[src/rtl/nes_pad_reader.sv]
// NES serial gamepad poller: latches/clocks the pad once per poll frame and registers a priority-encoded button code.
// Optional code debouncing is built in when NES_PAD_READER_DEBOUNCE_EN is defined.
module nes_pad_reader #(
  parameter int unsigned POLL_INTERVAL = 833333,
  parameter int unsigned LATCH_CYCLES  = 600,
  parameter int unsigned HALF_CYCLES   = 300
`ifdef NES_PAD_READER_DEBOUNCE_EN
  , parameter int unsigned DEBOUNCE_FRAMES = 2
`endif
) (
  input  logic       clk,
  input  logic       reset,
  input  logic       pad_data,
  output logic       pad_latch,
  output logic       pad_pulse,
  output logic [3:0] code_out,
  output logic [7:0] buttons,
  output logic       frame_done
);

  localparam int unsigned PW  = (POLL_INTERVAL > 1) ? $clog2(POLL_INTERVAL) : 1;
  localparam int unsigned PHW = $clog2((LATCH_CYCLES > HALF_CYCLES) ? LATCH_CYCLES : HALF_CYCLES) + 1;

  typedef enum logic [2:0] {S_IDLE, S_LATCH, S_LOW, S_HIGH, S_DONE} state_t;

  state_t         state, state_next;
  logic [PW-1:0]  poll_cnt;
  logic           poll_wrap;
  logic [PHW-1:0] phase, phase_next;
  logic [2:0]     bit_idx, bit_idx_next;
  logic [7:0]     shift, shift_next;
  logic           sync1, sync2;
  logic           capture;
  logic [3:0]     code_enc;

  always_ff @(posedge clk) begin
    if (reset) begin
      sync1 <= 1'b1;
      sync2 <= 1'b1;
    end else begin
      sync1 <= pad_data;
      sync2 <= sync1;
    end
  end

  assign poll_wrap = (poll_cnt == PW'(POLL_INTERVAL - 1));

  always_ff @(posedge clk) begin
    if (reset || poll_wrap) poll_cnt <= '0;
    else                    poll_cnt <= poll_cnt + 1'b1;
  end

  always_comb begin
    state_next   = state;
    phase_next   = phase + 1'b1;
    bit_idx_next = bit_idx;
    shift_next   = shift;
    capture      = 1'b0;
    pad_latch    = 1'b0;
    pad_pulse    = 1'b0;
    frame_done   = 1'b0;
    case (state)
      S_IDLE: begin
        phase_next = '0;
        if (poll_wrap) state_next = S_LATCH;
      end
      S_LATCH: begin
        pad_latch = 1'b1;
        if (phase == PHW'(LATCH_CYCLES - 1)) begin
          phase_next   = '0;
          bit_idx_next = '0;
          state_next   = S_LOW;
        end
      end
      S_LOW: begin
        if (phase == PHW'(HALF_CYCLES - 1)) begin
          phase_next          = '0;
          shift_next[bit_idx] = ~sync2;
          if (bit_idx == 3'd7) begin
            state_next = S_DONE;
            capture    = 1'b1;
          end else begin
            state_next = S_HIGH;
          end
        end
      end
      S_HIGH: begin
        pad_pulse = 1'b1;
        if (phase == PHW'(HALF_CYCLES - 1)) begin
          phase_next   = '0;
          bit_idx_next = bit_idx + 1'b1;
          state_next   = S_LOW;
        end
      end
      S_DONE: begin
        frame_done = 1'b1;
        phase_next = '0;
        state_next = S_IDLE;
      end
      default: state_next = S_IDLE;
    endcase
  end

  // Highest-index pressed button wins; code is its index plus one.
  always_comb begin
    code_enc = '0;
    for (int unsigned i = 0; i < 8; i++)
      if (shift_next[i]) code_enc = 4'(i + 1);
  end

  // Outputs load on entry to S_DONE (with the final bit merged in), so they are
  // already valid during the single frame_done cycle.
  always_ff @(posedge clk) begin
    if (reset) begin
      state   <= S_IDLE;
      phase   <= '0;
      bit_idx <= '0;
      shift   <= '0;
      buttons <= '0;
    end else begin
      state   <= state_next;
      phase   <= phase_next;
      bit_idx <= bit_idx_next;
      shift   <= shift_next;
      if (capture) buttons <= shift_next;
    end
  end

`ifdef NES_PAD_READER_DEBOUNCE_EN
  localparam int unsigned DW = $clog2(DEBOUNCE_FRAMES + 1);

  logic [3:0]    cand, cand_next;
  logic [DW-1:0] match_cnt, match_next;

  always_comb begin
    cand_next  = cand;
    match_next = match_cnt;
    if (code_enc == cand) begin
      if (match_cnt != DW'(DEBOUNCE_FRAMES)) match_next = match_cnt + 1'b1;
    end else begin
      cand_next  = code_enc;
      match_next = DW'(1);
    end
  end

  always_ff @(posedge clk) begin
    if (reset) begin
      cand      <= '0;
      match_cnt <= '0;
      code_out  <= '0;
    end else if (capture) begin
      cand      <= cand_next;
      match_cnt <= match_next;
      if (match_next == DW'(DEBOUNCE_FRAMES)) code_out <= cand_next;
    end
  end
`else
  always_ff @(posedge clk) begin
    if (reset)        code_out <= '0;
    else if (capture) code_out <= code_enc;
  end
`endif

endmodule

[config.mk]
export PLATFORM = sky130hd
export DESIGN_NAME = nes_pad_reader
export DESIGN_NICKNAME = d
export VERILOG_FILES = /design/src/rtl/nes_pad_reader.sv
export SDC_FILE = /design/constraint.sdc
export NUM_CORES = 1
export LEC_CHECK = 0
export ABC_AREA = 1
export CORE_MARGIN = 1.5
export CORE_UTILIZATION = 55
export DETAILED_ROUTE_END_ITERATION = 16
export MAX_ROUTING_LAYER = met4
export PLACE_DENSITY = 0.75
export SETUP_SLACK_MARGIN = 0.15
export SLEW_MARGIN = 15
export SYNTH_ARGS = -nofsm -noshare
export SYNTH_HDL_FRONTEND = slang
export SYNTH_SLANG_ARGS = --single-unit
[constraint.sdc]
create_clock -name clk -period 2.11 [get_ports clk]
set_input_delay 0.211 -clock clk [delete_from_list [all_inputs] [get_ports clk]]
set_output_delay 0.211 -clock clk [all_outputs]
set_load 0.01 [all_outputs]
Word level (Yosys, flattened, before mapping)
Index checks and enable logic that the tools add are counted.
- logic and storage cells: 66
- output and inout port bits: 15
- flip-flop bits (word level): 59
- bitwise logic cells: 1
- add/subtract/negate cells: 3
- reductions and logical operators: 8
- multiplexer cells: 31
- eq/ne operators: 12
- $lt $le $gt $ge: 2
- operators with widths (kind ; count):
    case mux 11 bit (3 select lines) ; 1
    2-to-1 mux 4 bit ; 7
    2-to-1 mux 11 bit ; 2
    2-to-1 mux 3 bit ; 7
    adder 20 x 1 -> 20 bit, second input constant ; 1
    == test 20 bit, second input constant ; 1
    2-to-1 mux 8 bit ; 2
    case mux 3 bit (4 select lines) ; 1
    adder 11 x 1 -> 11 bit, second input constant ; 1
    == test 11 x 10 -> 1 bit, second input constant ; 1
    == test 11 x 9 -> 1 bit, second input constant ; 1
    bitwise mux 8 bit ; 1
    2-to-1 mux 1 bit ; 8
    inequality test 2 bit, second input constant ; 4
    == test 3 x 2 -> 1 bit, second input constant ; 2
    == test 3 bit, second input constant ; 2
    case mux 3 bit (2 select lines) ; 1
    less-than comparator 3 x 4 -> 1 bit, second input constant ; 1
    AND reduction 4 bit ; 1
    OR reduction 2 bit ; 2
    adder 3 x 1 -> 3 bit, second input constant ; 1
    demux 1 bit (select 3 bit) ; 1
    == test 3 x 1 -> 1 bit, second input constant ; 1
    >= comparator 3 x 1 -> 1 bit, second input constant ; 1
    6 further kinds ; 6

Longest topological paths before layout
- depth after elaboration: 15
- depth in mapped cells: 16
- mapped depth without buffers: 16

Worst setup path after synthesis
Ideal clock, no wire load.
- kind: flip-flop to flip-flop
- start: register phase[0]
- end: register code_out[2]
- stages on the path, launching flop included: 12
- period minus slack after synthesis: 1.637 ns
- data required time: 1.991 ns
- setup time: 0.119 ns
- path slack: 0.473 ns
- arrival time: 1.518 ns
- buffers on the path: 0
- cell sequence: dfxtp_1 > ha_1 > nand2_1 > nor2_4 > nand3_4 > clkinv_1 > nand3b_1 > o21ai_2 > and2_4 > nand3_1 > nand2_1 > a21oi_2
- word-level cells in the longest chain between the ends: 9
- ends and longest elaborated chain (what ; RTL line ; text):
    start, declared ; 29 ; logic [PHW-1:0] phase, phase_next;
    start signal, assigned ; 122 ; phase <= phase_next;
    == test 11 x 9 -> 1 bit (*) ; 76 ; if (phase == PHW'(HALF_CYCLES - 1)) begin
    2-to-1 mux 8 bit ; 76 ;
    2-to-1 mux 8 bit ; 62 ; case (state)
    2-to-1 mux 4 bit (6 in a row) ; 108 ; if (shift_next[i]) code_enc = 4'(i + 1);
    end signal, assigned ; 160 ; else if (capture) code_out <= code_enc;
    end, declared ; 16 ; output logic [3:0] code_out,
Every way passes the cells marked *; elsewhere a longest branch is shown, timed or not.
A chain may end at the register's enable or synchronous reset.

Worst setup path in the final report
- start: register state[1]
- end: register code_out[2]
- word-level cells in the longest chain between the ends: 8
- ends and longest elaborated chain (what ; RTL line ; text):
    start, declared ; 26 ; state_t state, state_next;
    start signal, assigned ; 121 ; state <= state_next;
    == test 3 x 2 -> 1 bit (*) ; 62 ;
    2-to-1 mux 8 bit ; 62 ;
    2-to-1 mux 4 bit (6 in a row) ; 108 ;
Marked as above.

==> results.toml <==
[power_and_ir_drop]
finalPower_mw = 2.34
ir_drop_uv = 462
p_leak_nw = 1.35
power_density_nw_per_um2 = 701

[die]
die_h_um = 74.6
start_util_pct = 58.5
core_area_um2 = 4820
dieWidth_um = 74.6
io-pin-count = 18
die_area_um2 = 5560
fp-row-count = 25

[drt]
ant_nets = 0
num_vias = 2403
drt_iter0_markers = 74
drc = 0
routed_wirelength_um = 5370
vias_per_cell = 4.94
dr.pass1.iters = 4
wl_per_cell_um = 11.1

[clock_network]
cts-root-buf = "clkbuf_8"
htreeDepth = 3
hold_buffers = 0
clk_path_buf_depth = 2
insertion_delay_ps = 340
cts_tree = "yes"
cts.sinks = 58
numCtsBuffers = 9
clk_pin_slew_worst_paths_ps = 70

[global_routing]
grt_pass1_wl_um = 8930
grt_usage_pct = 22.1
antenna_found_initial = 0
grt_pass1_vias = 2215
gr-total-overflow = 0
grt_max_degree = 19

[setup_path]
critPathKind = "reg2reg"
path_max_fanout = 5
worstPathArrival_ps = 2110
start_kind = "flop"
cp-end-kind = "flop"
crit_required_ps = 2340

[synthesis]
async_flop_share_pct = 0
synth_warnings = 0
synth_largest_area_cell = "dfxtp_1"
synth_top_area_share_pct = 41.2
ys_seq_area_share_pct = 41.2
syn_avg_cell_area_um2 = 7.37
yosysMostFrequentCell = "nand2_1"
ys_top_cells_by_count = "nand2_1, dfxtp_1, inv_1"
synthTopCellsByArea = "dfxtp_1, nand2_1, inv_1, nor2_1, nand3_1"
syn-num-nets = 390
syn_inst = 382
synth-edff-count = 0
synthesis.area_um2 = 2820
synth_seq_cells = 58
yosysUniqueCellTypes = 42
dominantRegCellSynth = "dfxtp_1"

[placement]
dp_hpwl_um = 3830
gp_routability_congestion = 0.871
io_buffers = 17

[timing]
hold_viol = 0
finalCritPeriodShare_pct = 89.0
tightest_slew_ps = 340
rsz0062_at_grt = "no"
slew_headroom_pct = 77.3
min_period_ps = 1880
drv_slew = 0
max_freq_ghz = 0.532
finalSetupViolCount = 0
setup-tns-final_ps = 0
finClkSkew_ps = 8.51

[final_layout]
finalNetCount = 422
antenna_cells = 0
area_growth_pct = 18.4
drive_gt1_share_pct = 18.6
fin_util_pct = 69.2

[run_status]
status = "complete, no violations"

[worst_hold_path]
hold_path.class = "reg2reg"

[run]
drv_cap = 0
## layer usage
metal / global-route usage (%) / routed length (um) / vias to the layer above
li1: - / - / 1286
met1: 23.5 / 2490 / 1062
met2: 37.6 / 2570 / 42
met3: 4.61 / 183 / 13
met4: 13.1 / 122 / 0
met5: - / 0 / -
## where the power goes
group / switching (mW) / leakage [nW] / internal (mW)
registers: 0.0206 / 0.470 / 1.12
logic: 0.130 / 0.777 / 0.0700
clock network: 0.428 / 0.103 / 0.573
total: 0.579 / 1.35 / 1.76
## logic make-up (layout without fill, tap and decap cells)
group	Yosys count	after routing	synth area share (%)
fa+ha+maj	5	5	2.22
xor+xnor	7	7	2.18
simple gates	191	192	33.3
compound gates	54	54	11.9
flops	58	58	41.2
buf+inv	67	103	9.20
## per-stage QoR
| stage | cells | area, um2 | hold WS [ps] | setup slack (ps) |
|---|---|---|---|---|
| after floorplan | 382 | 2820 | 315 | 473 |
| after global placement | 465 | 3080 | 393 | 338 |
| after detailed placement | 465 | 3080 | 402 | 286 |
| after CTS | 481 | 3280 | 416 | 191 |
| after global routing | 486 | 3340 | 436 | 147 |
| final | 486 | 3340 | 413 | 231 |
## final timing paths
kind / from / to / slack [ps] / depth (start not counted)
worst max-delay path: state[1]$_SDFFE_PP0P_ / code_out[2]$_SDFFE_PP0P_ / 230 / 10
worst min-delay path: phase[0]$_SDFF_PP0_ / phase[0]$_SDFF_PP0_ / 410 / 1
worst max register to register: state[1]$_SDFFE_PP0P_ / code_out[2]$_SDFFE_PP0P_ / 230 / 10
worst min register to register: phase[0]$_SDFF_PP0_ / phase[0]$_SDFF_PP0_ / 410 / 1
## worst max-delay path: stages, from the launching register on
cell,delay (ps)
dfxtp_2,360
inv_2,80
nor3_4,340
nand3_4,160
clkinv_1,80
nand3b_1,110
o21ai_2,240
and2_4,180
nand3_1,70
nand2_1,100
a21oi_2,60
## flip-flops by register name (all words and copies together) (netlist names)
register  cells
bit_idx       3
sync1         1
phase        11
poll_cnt     20
state         3
sync2         1
shift         8
code_out      3
buttons       8
## area by class of cell
type,instances,area (um2)
fill,442,1480
multi-input combinational,258,1420
sequential,58,1160
timing repair buffer,26,239
inverter,61,229
clock buffer,11,141
tap,67,83.8
clock inverter,5,53.8
## cell usage in the layout (no fill, tap or decap), types with 2 or more instances in the layout
master,netlist,final
a21oi_1,19,19
a21oi_2,4,4
a31oi_1,3,3
buf_4,1,9
clkbuf_8,0,10
clkdlybuf4s50_1,0,15
clkinv_2,0,3
dfxtp_1,58,55
dfxtp_2,0,3
ha_1,5,4
inv_1,54,54
inv_2,6,6
nand2_1,72,72
nand2_2,6,6
nand3_1,22,22
nand3_2,3,4
nand4_1,5,5
nor2_1,43,41
nor2_2,5,7
nor2_4,3,3
nor3_1,11,9
nor3_2,1,3
nor3_4,2,2
nor4_1,3,3
o211ai_1,4,4
o21a_1,2,2
o21ai_0,11,11
o21ai_1,4,4
o21ai_2,3,3
or2_2,8,8
xnor2_1,2,2
xor2_1,5,5
## repair_timing
item | CTS | global route
pin swaps | 0 | 5
gates cloned | 0 | 1
resized for setup | 3 | 7
endpoints found under the hold margin | 0 | 0
setup buffers | 0 | 4
setup endpoints to repair | 2 | 8
(Power assumes the default switching activity.)
